File: config.mk
export PLATFORM = sky130hd
export DESIGN_NAME = dwg_delay_ctrl
export DESIGN_NICKNAME = d
export VERILOG_FILES = /design/src/rtl/dwg_pkg.sv /design/src/rtl/dwg_delay_ctrl.sv
export SDC_FILE = /design/constraint.sdc
export NUM_CORES = 1
export LEC_CHECK = 0
export CAP_MARGIN = 20
export CORE_MARGIN = 1
export CORE_UTILIZATION = 40
export CTS_BUF_LIST = sky130_fd_sc_hd__clkbuf_2 sky130_fd_sc_hd__clkbuf_4 sky130_fd_sc_hd__clkbuf_8
export DETAILED_ROUTE_END_ITERATION = 10
export PLACE_DENSITY = 0.67
export SLEW_MARGIN = 0
export SYNTH_ARGS = -nofsm -noshare
export SYNTH_HDL_FRONTEND = slang
export SYNTH_SLANG_ARGS = --single-unit
export TNS_END_PERCENT = 10
File: constraint.sdc
create_clock -name clk -period 2.9 [get_ports clk]
set_input_delay 0.435 -clock clk [delete_from_list [all_inputs] [get_ports clk]]
set_output_delay 0.435 -clock clk [all_outputs]
set_load 0.05 [all_outputs]
File: src/rtl/dwg_pkg.sv
// Shared types, constants and address helpers for the DWG delay-line sequencer.
// Each rail owns half of the 1024-word RAM; the top address bit picks the rail.
package dwg_pkg;

  localparam int LINE_DEPTH    = 512;
  localparam int OFS_W         = $clog2(LINE_DEPTH);
  localparam int RAIL_BIT      = OFS_W;
  localparam int MIN_DELAY_DEF = 1;

  typedef enum logic [2:0] {
    IDLE = 3'd0,
    RD0  = 3'd1,
    RD1  = 3'd2,
    WR0  = 3'd3,
    WR1  = 3'd4,
    CLR  = 3'd5
  } state_t;

  // Unsigned wrap keeps the tap inside its own rail; it never borrows into the rail bit.
  function automatic logic [OFS_W-1:0] rd_offset(input logic [OFS_W-1:0] wr_ptr,
                                                 input logic [OFS_W-1:0] dly);
    return wr_ptr - dly;
  endfunction

  function automatic logic [RAIL_BIT:0] rail_addr(input logic rail,
                                                  input logic [OFS_W-1:0] ofs);
    return {rail, ofs};
  endfunction

endpackage

File: src/rtl/dwg_delay_ctrl.sv
// Sequencer sharing one single-port delay RAM between the two waveguide rails:
// per sample it reads both rail taps, then writes both rails, plus a whole-RAM clear.
module dwg_delay_ctrl
  import dwg_pkg::*;
#(
  parameter int DW        = 18,
  parameter int AW        = 10,
  parameter int MIN_DELAY = MIN_DELAY_DEF
) (
  input  logic          clk,
  input  logic          reset_n,
  input  logic          sample_stb,
  input  logic [DW-1:0] in0,
  input  logic [DW-1:0] in1,
  input  logic [AW-2:0] delay0,
  input  logic [AW-2:0] delay1,
  input  logic          clr_req,
  output logic [DW-1:0] out0,
  output logic [DW-1:0] out1,
  output logic          out_valid,
  output logic          busy,
  output logic          overrun,
  output logic [AW-1:0] ram_addr,
  output logic          ram_we,
  output logic [DW-1:0] ram_din,
  input  logic [DW-1:0] ram_dout
);

  localparam int            OW        = AW - 1;
  localparam logic [OW-1:0] MIN_D     = OW'(MIN_DELAY);
  localparam logic [OW-1:0] PTR_ZERO  = {OW{1'b0}};
  localparam logic [OW-1:0] PTR_ONE   = OW'(1);
  localparam logic [AW-1:0] ADDR_ZERO = {AW{1'b0}};
  localparam logic [AW-1:0] ADDR_ONE  = AW'(1);
  localparam logic [AW-1:0] LAST_ADDR = {AW{1'b1}};
  localparam logic [DW-1:0] ZERO_D    = {DW{1'b0}};

  state_t        state_r;
  state_t        next_state_s;
  logic [OW-1:0] wr_ptr_r;
  logic [OW-1:0] d1_r;
  logic [DW-1:0] in0_r;
  logic [DW-1:0] in1_r;
  logic [DW-1:0] rd0_r;
  logic [DW-1:0] rd1_r;
  logic          clr_pend_r;
  logic          clr_pend_s;
  logic [OW-1:0] d0_clamp_s;
  logic [OW-1:0] d1_clamp_s;

  // Delay clamping and effective clear request
  always_comb begin
    clr_pend_s = clr_pend_r | clr_req;
    if (delay0 < MIN_D) begin
      d0_clamp_s = MIN_D;
    end else begin
      d0_clamp_s = delay0;
    end
    if (delay1 < MIN_D) begin
      d1_clamp_s = MIN_D;
    end else begin
      d1_clamp_s = delay1;
    end
  end

  // Next-state logic; a strobe in IDLE has priority over a pending clear
  always_comb begin
    next_state_s = state_r;
    case (state_r)
      IDLE: begin
        if (sample_stb) begin
          next_state_s = RD0;
        end else if (clr_pend_s) begin
          next_state_s = CLR;
        end else begin
          next_state_s = IDLE;
        end
      end
      RD0:     next_state_s = RD1;
      RD1:     next_state_s = WR0;
      WR0:     next_state_s = WR1;
      WR1:     next_state_s = IDLE;
      CLR: begin
        if (ram_addr == LAST_ADDR) begin
          next_state_s = IDLE;
        end else begin
          next_state_s = CLR;
        end
      end
      default: next_state_s = IDLE;
    endcase
  end

  // State register
  always_ff @(posedge clk) begin
    if (!reset_n) begin
      state_r <= IDLE;
      busy    <= 1'b0;
    end else begin
      state_r <= next_state_s;
      busy    <= (next_state_s != IDLE);
    end
  end

  // Datapath: RAM port, sample latches, pointer and output registers
  always_ff @(posedge clk) begin
    if (!reset_n) begin
      wr_ptr_r   <= PTR_ZERO;
      d1_r       <= PTR_ZERO;
      in0_r      <= ZERO_D;
      in1_r      <= ZERO_D;
      rd0_r      <= ZERO_D;
      rd1_r      <= ZERO_D;
      clr_pend_r <= 1'b0;
      out0       <= ZERO_D;
      out1       <= ZERO_D;
      out_valid  <= 1'b0;
      overrun    <= 1'b0;
      ram_addr   <= ADDR_ZERO;
      ram_we     <= 1'b0;
      ram_din    <= ZERO_D;
    end else begin
      out_valid <= 1'b0;
      if (sample_stb && (state_r != IDLE)) begin
        overrun <= 1'b1;
      end
      case (state_r)
        IDLE: begin
          clr_pend_r <= clr_pend_s;
          if (sample_stb) begin
            in0_r    <= in0;
            in1_r    <= in1;
            d1_r     <= d1_clamp_s;
            ram_addr <= rail_addr(1'b0, rd_offset(wr_ptr_r, d0_clamp_s));
            ram_we   <= 1'b0;
            ram_din  <= ZERO_D;
          end else if (clr_pend_s) begin
            ram_addr <= ADDR_ZERO;
            ram_we   <= 1'b1;
            ram_din  <= ZERO_D;
          end else begin
            ram_we  <= 1'b0;
            ram_din <= ZERO_D;
          end
        end
        RD0: begin
          clr_pend_r <= clr_pend_s;
          ram_addr   <= rail_addr(1'b1, rd_offset(wr_ptr_r, d1_r));
        end
        RD1: begin
          // Read data lags its address by one cycle: this is the rail-0 tap.
          clr_pend_r <= clr_pend_s;
          rd0_r      <= ram_dout;
          ram_addr   <= rail_addr(1'b0, wr_ptr_r);
          ram_we     <= 1'b1;
          ram_din    <= in0_r;
        end
        WR0: begin
          clr_pend_r <= clr_pend_s;
          rd1_r      <= ram_dout;
          ram_addr   <= rail_addr(1'b1, wr_ptr_r);
          ram_we     <= 1'b1;
          ram_din    <= in1_r;
        end
        WR1: begin
          clr_pend_r <= clr_pend_s;
          ram_we     <= 1'b0;
          ram_din    <= ZERO_D;
          wr_ptr_r   <= wr_ptr_r + PTR_ONE;
          out0       <= rd0_r;
          out1       <= rd1_r;
          out_valid  <= 1'b1;
        end
        CLR: begin
          // Requests arriving mid-clear are absorbed by the clear in progress.
          if (ram_addr == LAST_ADDR) begin
            clr_pend_r <= 1'b0;
            ram_we     <= 1'b0;
            ram_din    <= ZERO_D;
            wr_ptr_r   <= PTR_ZERO;
            rd0_r      <= ZERO_D;
            rd1_r      <= ZERO_D;
            out0       <= ZERO_D;
            out1       <= ZERO_D;
          end else begin
            ram_addr <= ram_addr + ADDR_ONE;
            ram_we   <= 1'b1;
            ram_din  <= ZERO_D;
          end
        end
        default: begin
          ram_we  <= 1'b0;
          ram_din <= ZERO_D;
        end
      endcase
    end
  end

endmodule
### Word level (Yosys, flattened, before mapping)

Index checks and enable logic that the tools add are counted.

| storage, ports and cells | value |
|---|---|
| bits in registers | 162 |
| input bits | 76 |
| output and inout bits | 68 |
| word-level logic and storage cells | 74 |

| cells by class | value |
|---|---|
| add/sub/neg operators | 4 |
| order comparisons | 2 |
| eq/ne operators | 9 |
| muxes and demuxes | 25 |
| bitwise logic cells | 1 |
| reductions and logical operators | 17 |

Operators by type and width:

| operator | number |
|---|---|
| 18-bit case mux with 2 select lines | 4 |
| 18-bit case mux with 3 select lines | 1 |
| 10-bit case mux with 5 select lines | 1 |
| 10-bit two-way mux | 3 |
| 9-bit two-way mux | 3 |
| 9-bit by 1-bit less-than comparator with 1-bit output, second input constant | 2 |
| 18-bit two-way mux | 1 |
| 9-bit case mux with 2 select lines | 1 |
| 9-bit subtractor | 2 |
| 3-bit case mux with 5 select lines | 1 |
| 10-bit by 1-bit adder with 10-bit output, second input constant | 1 |
| 10-bit equality test, second input constant | 1 |
| 2-bit AND reduction | 5 |
| 9-bit by 1-bit adder with 9-bit output, second input constant | 1 |
| 3-bit two-way mux | 3 |
| 2-bit nonzero test | 4 |
| 3-bit by 2-bit equality test with 1-bit output, second input constant | 2 |
| 3-bit equality test, second input constant | 2 |
| 3-bit nonzero test | 2 |
| 1-bit two-way mux | 5 |
| 5-bit nonzero test | 1 |
| 5-bit OR reduction | 1 |
| 2-bit != test, second input constant | 2 |
| 1-bit case mux with 4 select lines | 1 |
| 8 further kinds | 8 |

### Depth between registers and ports, before layout

| logic depth | value |
|---|---|
| depth in word-level cells | 5 |
| gate-level depth with buffers | 11 |

### Worst setup path after synthesis

No wires, ideal clock.

| timing path | value |
|---|---|
| path type | input-to-reg |
| start | input delay0[8] |
| end | register ram_addr[6] |
| library setup time | 0.124 ns |
| arrival | 2.323 ns |
| data required time | 2.776 ns |
| slack | 0.453 ns |
| cell stages on the path | 10 |
| path buffers | 0 |
| cell sequence | nor4_1 a41o_1 ha_1 inv_1 fa_1 a21oi_1 o2111ai_1 xor2_1 a221oi_1 a21oi_1 |

| between the ends | value |
|---|---|
| cells in the longest elaborated chain, start to end | 5 |

RTL lines:

| element | RTL line | text |
|---|---|---|
| start: declaration | dwg_delay_ctrl.sv:15 | `input logic [AW-2:0] delay0,` |
| 9-bit by 1-bit less-than comparator with 1-bit output | dwg_delay_ctrl.sv:54 | `if (delay0 < MIN_D) begin` |
| 9-bit two-way mux | dwg_delay_ctrl.sv:54 |  |
| 9-bit subtractor | dwg_pkg.sv:22 | `return wr_ptr - dly;` |
| 10-bit two-way mux | dwg_delay_ctrl.sv:130 | `if (sample_stb) begin` |
| 10-bit case mux with 5 select lines | dwg_delay_ctrl.sv:127 | `case (state_r)` |
| end signal: assignment | dwg_delay_ctrl.sv:134 | `ram_addr <= rail_addr(1'b0, rd_offset(wr_ptr_r, d0_clamp_s));` |
| end signal: assignment | dwg_delay_ctrl.sv:148 | `ram_addr <= rail_addr(1'b1, rd_offset(wr_ptr_r, d1_r));` |
| end signal: assignment | dwg_delay_ctrl.sv:154 | `ram_addr <= rail_addr(1'b0, wr_ptr_r);` |
| end: declaration | dwg_delay_ctrl.sv:23 | `output logic [AW-1:0] ram_addr,` |

No other way between the ends.
A chain may end at the register's enable or synchronous reset.

### Worst setup path in the final report

Same ends and word-level chain as after synthesis.

==> metrics.yaml <==
yosys:
  synth_top_flop_cell: "dfxtp_1"
  synth_top_cell_area_share_pct: 44.87
  synthArstFlopShare_pct: 0
  yosys-top-cells-count: "162 x dfxtp_1, 144 x nand2_1, 59 x a21boi_0, 47 x nand3_1, 40 x nor2_1"
  synth.most_common_cell: "dfxtp_1"
  synth_edf_count: 0
  synth-seq-cells: 162
  syn_inst: 821
  syn_nets: 917
  yosys_warnings: 0
  synth.distinct_cells: 67
  synth.area.top_cells: "dfxtp_1 45%, nand2_1 7.5%, a21boi_0 6.1%"
  syn_area_mm2: 0.007228
  avgSynthCellArea_um2: 8.804
  synth_seq_area_share_pct: 44.87
  yosys.area.top_type: "dfxtp_1"
sta:
  period_share_pct: 88.38
  drv_slew: 0
  hold_viol: 0
  holdWs_ps: 387.5
  fin_crit_ps: 2563
  grt_setup_unrepaired: "no"
  clock.fmax_mhz: 390.2
  fin_worst_skew_ps: 13.00
  setup_viol: 0
  worst_slew_pin_slew_ps: 886.4
  maxSlewHeadroom_pct: 40.77
global_route:
  grt_pass1_vias: 5825
  grt_use_total_pct: 20.83
  overflow: 0
  antenna_found_initial: 0
  grt_start_max_net_pins: 47
  grt_pass1_wl_mm: 30.09
die:
  io_pins: 144
  row_count: 48
  fp.dieArea_mm2: 0.01861
  die_h_um: 136.4
  die_w_um: 136.4
  start_util_pct: 41.36
  coreArea_mm2: 0.01748
layout:
  fin_cells: 1189
  nFillCells: 1659
  final_area_mm2: 0.009244
  antenna_cells: 0
  final_nets: 1047
  areaGrowthSynthToFinish_pct: 27.89
  drive_above_1_share_pct: 7.573
power:
  power_mw: 5.768
  irDropWorstVdd_mv: 0.3221
  power_density_mw_per_mm2: 624.0
  power.leakage_nw: 3.417
setup_path:
  path_cells: "clkdlybuf4s50_1, nor4_1, a41o_1, ha_1, inv_1, fa_1, a21oi_1, o2111ai_1, xor2_1, a221oi_1, a21oi_1"
  critPathBufInv: 2
  worstPathArrival_ps: 2910
  max_stage_delay_ps: 420
  slowest_stage: "clkdlybuf4s50_1"
  start_kind: "primary input"
  end_kind: "register"
  required_ps: 3240
  r2r_start: "wr_ptr_r[0]$_SDFFE_PN0P_"
  crit_family: "compound AO/OA/AOI/OAI gates"
  critPathKind: "primary input to register"
  cp_max_fo: 2
  path_common_cell: "a21oi_1"
  crit_start: "delay0[8]"
clock_tree:
  htree_levels: 4
  clockBufferDepth: 2
  holdBufCountCts: 0
  cts_sinks: 162
  clk_latency_ps: 460
  cts_setup_buffers: 0
  cts_tree: "done"
  cts_resized: 0
  clk_pin_slew_ps: 90
  root_buffer: "clkbuf_8"
  cts_buffers: 17
detailed_routing:
  wirelength_mm: 18.76
  first_pass_iters: 5
  antenna_left: 0
  drc: 0
  drt_iter0_markers: 465
  via_count: 6353
  wl_per_cell_um: 15.78
  viasPerCell: 5.343
placement:
  port-buffer-count: 143
  gp_congestion: 0.8891
  place_inst: 1157
  place_area_mm2: 0.008821
  dpl.hpwl_mm: 12.89
hold_path:
  hp-start: "reset_n"
  hp-class: "primary input to register"
run:
  maxCapViolations: 0
outcome:
  status: "completed"
-- through the flow --
stage / worst slack [ps] / setup TNS [ps] / utilization [%]
after floorplan: 452.9 / 0 / -
after global placement: -105.6 / -332.3 / 50.47
after detailed placement: -130.6 / -389.1 / 50.47
after CTS: 373.2 / 0 / 52.89
after global routing: 122.7 / 0 / 52.89
final: 336.9 / 0 / 52.89
-- kinds of logic (layout without fill, tap and decap cells) --
group | Yosys count | in the layout | share of synthesized area, %
and+or+nand+nor | 294 | 294 | 18.92
AOI/OAI and AO/OA | 241 | 241 | 24.20
DFF | 162 | 162 | 44.87
buffers and inverters | 79 | 222 | 5.245
xor gates and xnor gates | 22 | 22 | 2.666
adders and majority gates | 20 | 20 | 3.670
muxes | 3 | 3 | 0.4328
-- path summary, 6_finish.rpt --
| check | end | slack, ps | depth (start not counted) |
|---|---|---|---|
| max | ram_addr[6]$_SDFFE_PN0P_ | 340 | 11 |
| min | ram_addr[1]$_SDFFE_PN0P_ | 390 | 2 |
| max reg2reg | ram_addr[8]$_SDFFE_PN0P_ | 540 | 10 |
| min reg2reg | d1_r[4]$_SDFFE_PN0P_ | 460 | 2 |
-- per-layer routing --
layer  track usage (%)  vias up  wire, µm  part of all wire (%)
met5                 0        -         0                     0
met4             6.975        0       327                   1.7
met3             4.101       27      1136                   6.1
met2             32.04      212      8331                    44
met1             28.93     2951      8966                    48
li1                  -     3163         -                     -
-- placed cells by master (no fill, tap or decap), types with 6 or more instances in the layout --
master / n
dfxtp_1: 162
nand2_1: 144
clkdlybuf4s50_1: 142
a21boi_0: 59
nand3_1: 47
nor2_1: 40
a22o_1: 36
a21oi_1: 34
o21ai_0: 28
inv_1: 25
a21boi_1: 24
buf_4: 22
o221ai_1: 18
ha_1: 18
clkbuf_8: 17
xor2_1: 15
nor2b_1: 8
xnor2_1: 7
nand4_1: 6
nor3_1: 6
-- power by group --
group	switching, mW	internal [mW]
clock	0.958	0.810
sequential	0.143	2.41
combinational	0.894	0.556
total	1.99	3.77
-- flip-flops by register name, summed over array words and instances, names as in the netlist, 10 cells and up --
name,count
in0_r,18
in1_r,18
out0,18
out1,18
ram_addr,10
ram_din,18
rd0_r,18
rd1_r,18
-- cell type report --
cell class	instances	area, µm²	area share, %
multi-input combinational	580	3611	39.06
sequential	162	3243	35.08
timing repair buffer	165	1592	17.22
tap	225	281.5	3.045
clock buffer	17	234.0	2.531
clock inverter	15	188.9	2.044
inverter	25	93.84	1.015
(Power assumes the default switching activity.)
